==> config.mk <==
export PLATFORM = sky130hd
export DESIGN_NAME = seq_addsub_rca
export DESIGN_NICKNAME = d
export VERILOG_FILES = /design/src/rtl/seq_addsub_rca.sv
export SDC_FILE = /design/constraint.sdc
export NUM_CORES = 1
export LEC_CHECK = 0
export CORE_MARGIN = 4
export CORE_UTILIZATION = 45
export DETAILED_ROUTE_END_ITERATION = 8
export PLACE_DENSITY = 0.69
export REMOVE_ABC_BUFFERS = 1
export SLEW_MARGIN = 20
export SYNTH_ARGS = -nofsm -noshare
export SYNTH_HDL_FRONTEND = slang
export SYNTH_SLANG_ARGS = --single-unit
==> constraint.sdc <==
create_clock -name clk -period 7.5 [get_ports clk]
set_clock_uncertainty 0.2 [all_clocks]
set_input_delay 2.25 -clock clk [delete_from_list [all_inputs] [get_ports clk]]
set_output_delay 2.25 -clock clk [all_outputs]
set_load 0.03 [all_outputs]
==> src/rtl/seq_addsub_rca.sv <==
// Multi-cycle ripple-carry adder/subtractor: CHUNK bits per clock, LSB chunk first,
// with a start/busy/done handshake. Results appear only on the edge entering DONE.
module seq_addsub_rca #(
    parameter int unsigned WIDTH = 16,
    parameter int unsigned CHUNK = 4
) (
    input  logic             clk,
    input  logic             rst_n,
    input  logic             start,
    input  logic             sub,
    input  logic [WIDTH-1:0] a,
    input  logic [WIDTH-1:0] b,
    input  logic             cin,
    output logic             busy,
    output logic             done,
    output logic [WIDTH-1:0] sum,
    output logic             cout,
    output logic             ovf
);

    localparam int unsigned N  = WIDTH / CHUNK;
    localparam int unsigned KW = (N > 1) ? $clog2(N) : 1;

    typedef enum logic [1:0] {StIdle, StRun, StDone} state_e;

    state_e           state_q, state_d;
    logic [KW-1:0]    k_q, k_d;
    logic [WIDTH-1:0] a_q, a_d;
    logic [WIDTH-1:0] b_q, b_d;
    logic [WIDTH-1:0] res_q, res_d;
    logic [WIDTH-1:0] sum_q, sum_d;
    logic             carry_q, carry_d;
    logic             cout_q, cout_d;
    logic             ovf_q, ovf_d;

    int unsigned      lo;
    logic             last;
    logic [CHUNK-1:0] ca, cb, cs;
    logic [CHUNK:0]   c;

    assign lo   = int'(k_q) * CHUNK;
    assign last = (k_q == KW'(N - 1));
    assign ca   = a_q[lo +: CHUNK];
    assign cb   = b_q[lo +: CHUNK];
    assign c[0] = carry_q;

    // One CHUNK-bit ripple chain, reused for every chunk of the operation.
    for (genvar i = 0; i < CHUNK; i++) begin : g_fa
        assign cs[i]  = ca[i] ^ cb[i] ^ c[i];
        assign c[i+1] = (ca[i] & cb[i]) | (c[i] & (ca[i] ^ cb[i]));
    end

    always_comb begin
        state_d = state_q;
        k_d     = k_q;
        a_d     = a_q;
        b_d     = b_q;
        res_d   = res_q;
        sum_d   = sum_q;
        carry_d = carry_q;
        cout_d  = cout_q;
        ovf_d   = ovf_q;

        case (state_q)
            StIdle: begin
                if (start) begin
                    state_d = StRun;
                end
            end
            StRun: begin
                res_d[lo +: CHUNK] = cs;
                carry_d            = c[CHUNK];
                if (last) begin
                    sum_d   = res_d;
                    cout_d  = c[CHUNK];
                    ovf_d   = c[CHUNK] ^ c[CHUNK-1];
                    state_d = StDone;
                end else begin
                    k_d = k_q + KW'(1);
                end
            end
            StDone: begin
                state_d = start ? StRun : StIdle;
            end
            default: begin
                state_d = StIdle;
            end
        endcase

        // Subtract is a + ~b + ~cin, i.e. a - b - cin in two's complement.
        if (start && (state_q == StIdle || state_q == StDone)) begin
            a_d     = a;
            b_d     = sub ? ~b : b;
            carry_d = sub ? ~cin : cin;
            k_d     = '0;
            res_d   = '0;
        end
    end

    always_ff @(posedge clk or negedge rst_n) begin
        if (!rst_n) begin
            state_q <= StIdle;
            k_q     <= '0;
            a_q     <= '0;
            b_q     <= '0;
            res_q   <= '0;
            sum_q   <= '0;
            carry_q <= 1'b0;
            cout_q  <= 1'b0;
            ovf_q   <= 1'b0;
        end else begin
            state_q <= state_d;
            k_q     <= k_d;
            a_q     <= a_d;
            b_q     <= b_d;
            res_q   <= res_d;
            sum_q   <= sum_d;
            carry_q <= carry_d;
            cout_q  <= cout_d;
            ovf_q   <= ovf_d;
        end
    end

    assign busy = (state_q == StRun);
    assign done = (state_q == StDone);
    assign sum  = sum_q;
    assign cout = cout_q;
    assign ovf  = ovf_q;

endmodule

Yosys cells after proc, flatten, opt, wreduce, memory -nomap -nowiden
Cells that the tools add are included.
{"block": "totals", "register_bits": 71}
{"block": "classes", "add_sub_neg": 2, "eq_ne": 6, "n_shift": 4, "mux": 14, "n_bitwise": 23, "reduce_logical": 7}
{"op": "$mux 16", "count": 3}
{"op": "$neg 4->34", "count": 1}
{"op": "$shift 4x34->16 const A", "count": 1}
{"op": "$shiftx 4x34->16", "count": 1}
{"op": "$shiftx 16x5->4", "count": 2}
{"op": "$bwmux 16", "count": 1}
{"op": "$not 16->16", "count": 1}
{"op": "$mux 2", "count": 5}
{"op": "$xor 1x1->1", "count": 9}
{"op": "$and 1x1->1", "count": 8}
{"op": "$pmux 2 s3", "count": 1}
{"op": "$reduce_and 2->1", "count": 3}
{"op": "$eq 2x2->1 const B", "count": 2}
{"op": "$mux 1", "count": 4}
{"op": "$ne 2x1->1 const B", "count": 2}
{"op": "$or 1x1->1", "count": 4}
{"op": "$add 2x1->2 const B", "count": 1}
{"op": "$eq 2x1->1 const B", "count": 1}
{"op": "$logic_not 2->1", "count": 1}
{"op": "$ne 2x2->1 const B", "count": 1}
{"op": "$reduce_bool 2->1", "count": 1}
{"op": "$logic_and 1x1->1", "count": 1}
{"op": "$logic_or 1x1->1", "count": 1}
{"op": "$not 1->1", "count": 1}

Longest topological paths before layout
{"block": "logic_depth", "depth_word": 13, "depth_mapped": 13, "ltp_nobuf": 11}

Worst setup path after synthesis
No wires, ideal clock.
{"block": "synth_timing", "path_type": "register -> output", "from": "register state_q[1]", "to": "output busy", "arrival_ns": 0.869, "required_time_ns": 5.050, "slack_ns": 4.181, "path_stages_with_launch": 4, "n_path_buf": 1, "path_cell_list": "dfrtp_1 -> nand2b_2 -> inv_2 -> buf_6"}
{"block": "synth_via", "elab_chain_len": 1}
{"item": "from (decl)", "line": "26", "text": "state_e state_q, state_d;"}
{"item": "from (signal assigned)", "line": "102", "text": "state_q <= StIdle;"}
{"item": "from (signal assigned)", "line": "112", "text": "state_q <= state_d;"}
{"item": "$eq 2x1->1", "line": "124", "text": "assign busy = (state_q == StRun);"}
{"item": "to (decl)", "line": "14", "text": "output logic busy,"}
Every way passes these cells.

Worst setup path in the final report
Ends and elaborated chain as after synthesis.

==> flow_summary.json <==
{
  "place_congestion": 0.827,
  "synth_area_leaders": "dfrtp_1 (51%), nand2_1 (7.0%), mux4_2 (5.2%), xnor2_1 (4.3%), nand2b_1 (3.1%)",
  "power.total_mw": 2.00,
  "period_share_pct": 58.3,
  "htree_levels": 3,
  "ys_types": 35,
  "critPathArrivalTime_ps": 1930,
  "p_seq_share_pct": 33.9,
  "critical_path_required_ps": 5050,
  "drt_iter0_markers": 115,
  "dp.cells": 462,
  "grt_pass1_wl_um": 11200,
  "nFillCells": 651,
  "overflow": 0,
  "final_area_mm2": 0.00420,
  "maxCapViolCount": 0,
  "synth_commonest_cells": "dfrtp_1 (71), nand2_1 (65), nor2_1 (19), nand2b_1 (17), xnor2_1 (17)",
  "antenna_found_initial": 0,
  "synthArstFlopShare_pct": 100,
  "die_h_um": 95.8,
  "power.internal_mw": 1.15,
  "start_util_pct": 47.0,
  "cts_tree": "built",
  "die_w_um": 95.8,
  "post-cts-setup-buffers": 0,
  "route.antenna.remaining_nets": 0,
  "syn-mean-instance-area_um2": 10.7,
  "drc_errors": 0,
  "comb_power_share_pct": 53.2,
  "synth_top_area_share_pct": 51.3,
  "numCtsBuffers": 9,
  "top_usage_layer": "met2",
  "drt-pass1-iter-count": 4,
  "dp_hpwl_um": 4640,
  "clk_pin_slew_ps": 70,
  "num_vias": 2411,
  "ir_worst_vdd_mv": 0.169,
  "synth_top_area_cell": "dfrtp_1",
  "grt_use_met1_pct": 22.0,
  "clockPowerShare_pct": 12.9,
  "vias_per_cell": 5.05,
  "ys_seq_elements": 71,
  "routedWlPerCell_um": 14.1,
  "crit_path_start_kind": "register",
  "fin_nets": 421,
  "finalWirelength_um": 6740,
  "cts_sinks": 71,
  "setup-violations-final": 0,
  "clockBufferDepth": 2,
  "placed_cell_area_mm2": 0.00404,
  "worst_pin_slew_ps": 951,
  "fmax_ghz": 0.229,
  "synthToLayoutAreaGrowth_pct": 21.2,
  "timing.hold.ws_ps": 272,
  "post-synth-top-count-cell": "dfrtp_1",
  "status": "complete, no violations",
  "relSlewSlack_pct": 36.4,
  "final_util_pct": 57.0,
  "ys_seq_area_share_pct": 51.3,
  "hold_class": "register to register",
  "ys.flop_type": "dfrtp_1",
  "grtUsageTotal_pct": 16.1,
  "final_cells": 477,
  "grt_max_degree": 72,
  "grt_util_met2_pct": 25.0,
  "min_period_ps": 4380,
  "antennaDiodeCount": 0,
  "finalMaxSlewViolations": 0,
  "crit_type": "register to output port",
  "cp_max_fo": 15,
  "core_mm2": 0.00737,
  "gr-usage-met3_pct": 3.36,
  "p_leak_nw": 1.86,
  "switching_power_mw": 0.845,
  "cts_root_buffer": "clkbuf_8",
  "power.density_mw_per_mm2": 476,
  "cp-end-kind": "output port",
  "synth-edff-count": 0,
  "switching_share_pct": 42.3,
  "layout-drive-gt1-share_pct": 10.1,
  "synth_area_mm2": 0.00347,
  "cts.repair.resized": 0,
  "first_global_vias": 2289,
  "setup_slack_ps": 3120,
  "finalSetupTns_ps": 0,
  "rows": 31,
  "synth_cells": 325,
  "rsz0062_at_grt": "false",
  "finalHoldViolCount": 0,
  "ios": 57,
  "clk_latency_ps": 340,
  "ys_warn_count": 0,
  "pre_cts_ws_ps": 3300,
  "postCtsHoldBufs": 0,
  "die_area_mm2": 0.00917,
  "port_buffers": 56
}
power by group through the flow:
stage               registers (mW)  logic [mW]  clock network (mW)
global route                 0.702        1.17               0.289
floorplan                    0.751       0.640                   0
detailed placement           0.687        1.08                   0
CTS                          0.680        1.08               0.268
finish                       0.678        1.06               0.258
global placement             0.676        1.06                   0
registers in the layout, indices dropped and copies added (netlist names):
signal / cells
a_q: 16
b_q: 16
carry_q: 1
cout: 1
k_q: 2
ovf: 1
res_q: 16
state_q: 2
sum: 16
path summary, 6_finish.rpt:
kind	from	to	slack, ps	cells past startpoint
worst max-delay path	state_q[1]	busy	3120	3
max in group asynchronous	rst_n	sum[3]	4610	2
worst min-delay path	a_q[12]	a_q[12]	270	2
worst min register to register	a_q[12]	a_q[12]	270	2
min in group asynchronous	rst_n	sum[13]	1910	2
worst max register to register	k_q[0]	sum[3]	3740	11
worst max-delay path, cell delays in order (launching register included):
cell and delay (ps):
dfrtp_1 410, nand2b_2 210, inv_2 240, clkdlybuf4s50_1 730
logic make-up after synthesis:
family / count (synthesis) / synth area share [%]
xor gates and xnor gates: 18 / 4.55
buffers and inverters: 34 / 5.23
muxes: 11 / 6.17
DFF: 71 / 51.3
adders and majority gates: 10 / 4.48
AOI/OAI and AO/OA: 62 / 11.9
and+or+nand+nor: 119 / 16.4
metal layers:
layer,up-vias,wire length [um]
li1,1195,-
met1,1153,3210
met2,52,3110
met3,11,302
met4,0,117
met5,-,0
placed cells by master, fill, tap and decap left out, drive strengths merged, types with 2 or more instances in the layout:
| master | count |
|---|---|
| a21oi | 20 |
| a22o | 8 |
| a31oi | 8 |
| a32o | 8 |
| and4bb | 2 |
| buf | 5 |
| clkbuf | 10 |
| clkdlybuf4s50 | 55 |
| clkinv | 5 |
| dfrtp | 71 |
| fa | 4 |
| ha | 6 |
| inv | 12 |
| mux2 | 3 |
| mux4 | 8 |
| nand2 | 65 |
| nand2b | 18 |
| nor2 | 19 |
| nor2b | 9 |
| o21ai | 16 |
| xnor2 | 17 |
area by class of cell:
class	count	area, um^2	area share [%]
clock buffer	10	138	3.28
clock inverter	5	25.0	0.596
inverter	12	45.0	1.07
multi-input combinational	220	1510	35.9
sequential	71	1780	42.3
tap	99	124	2.95
timing repair buffer	60	586	13.9
Power figures use the tool's default switching activity.
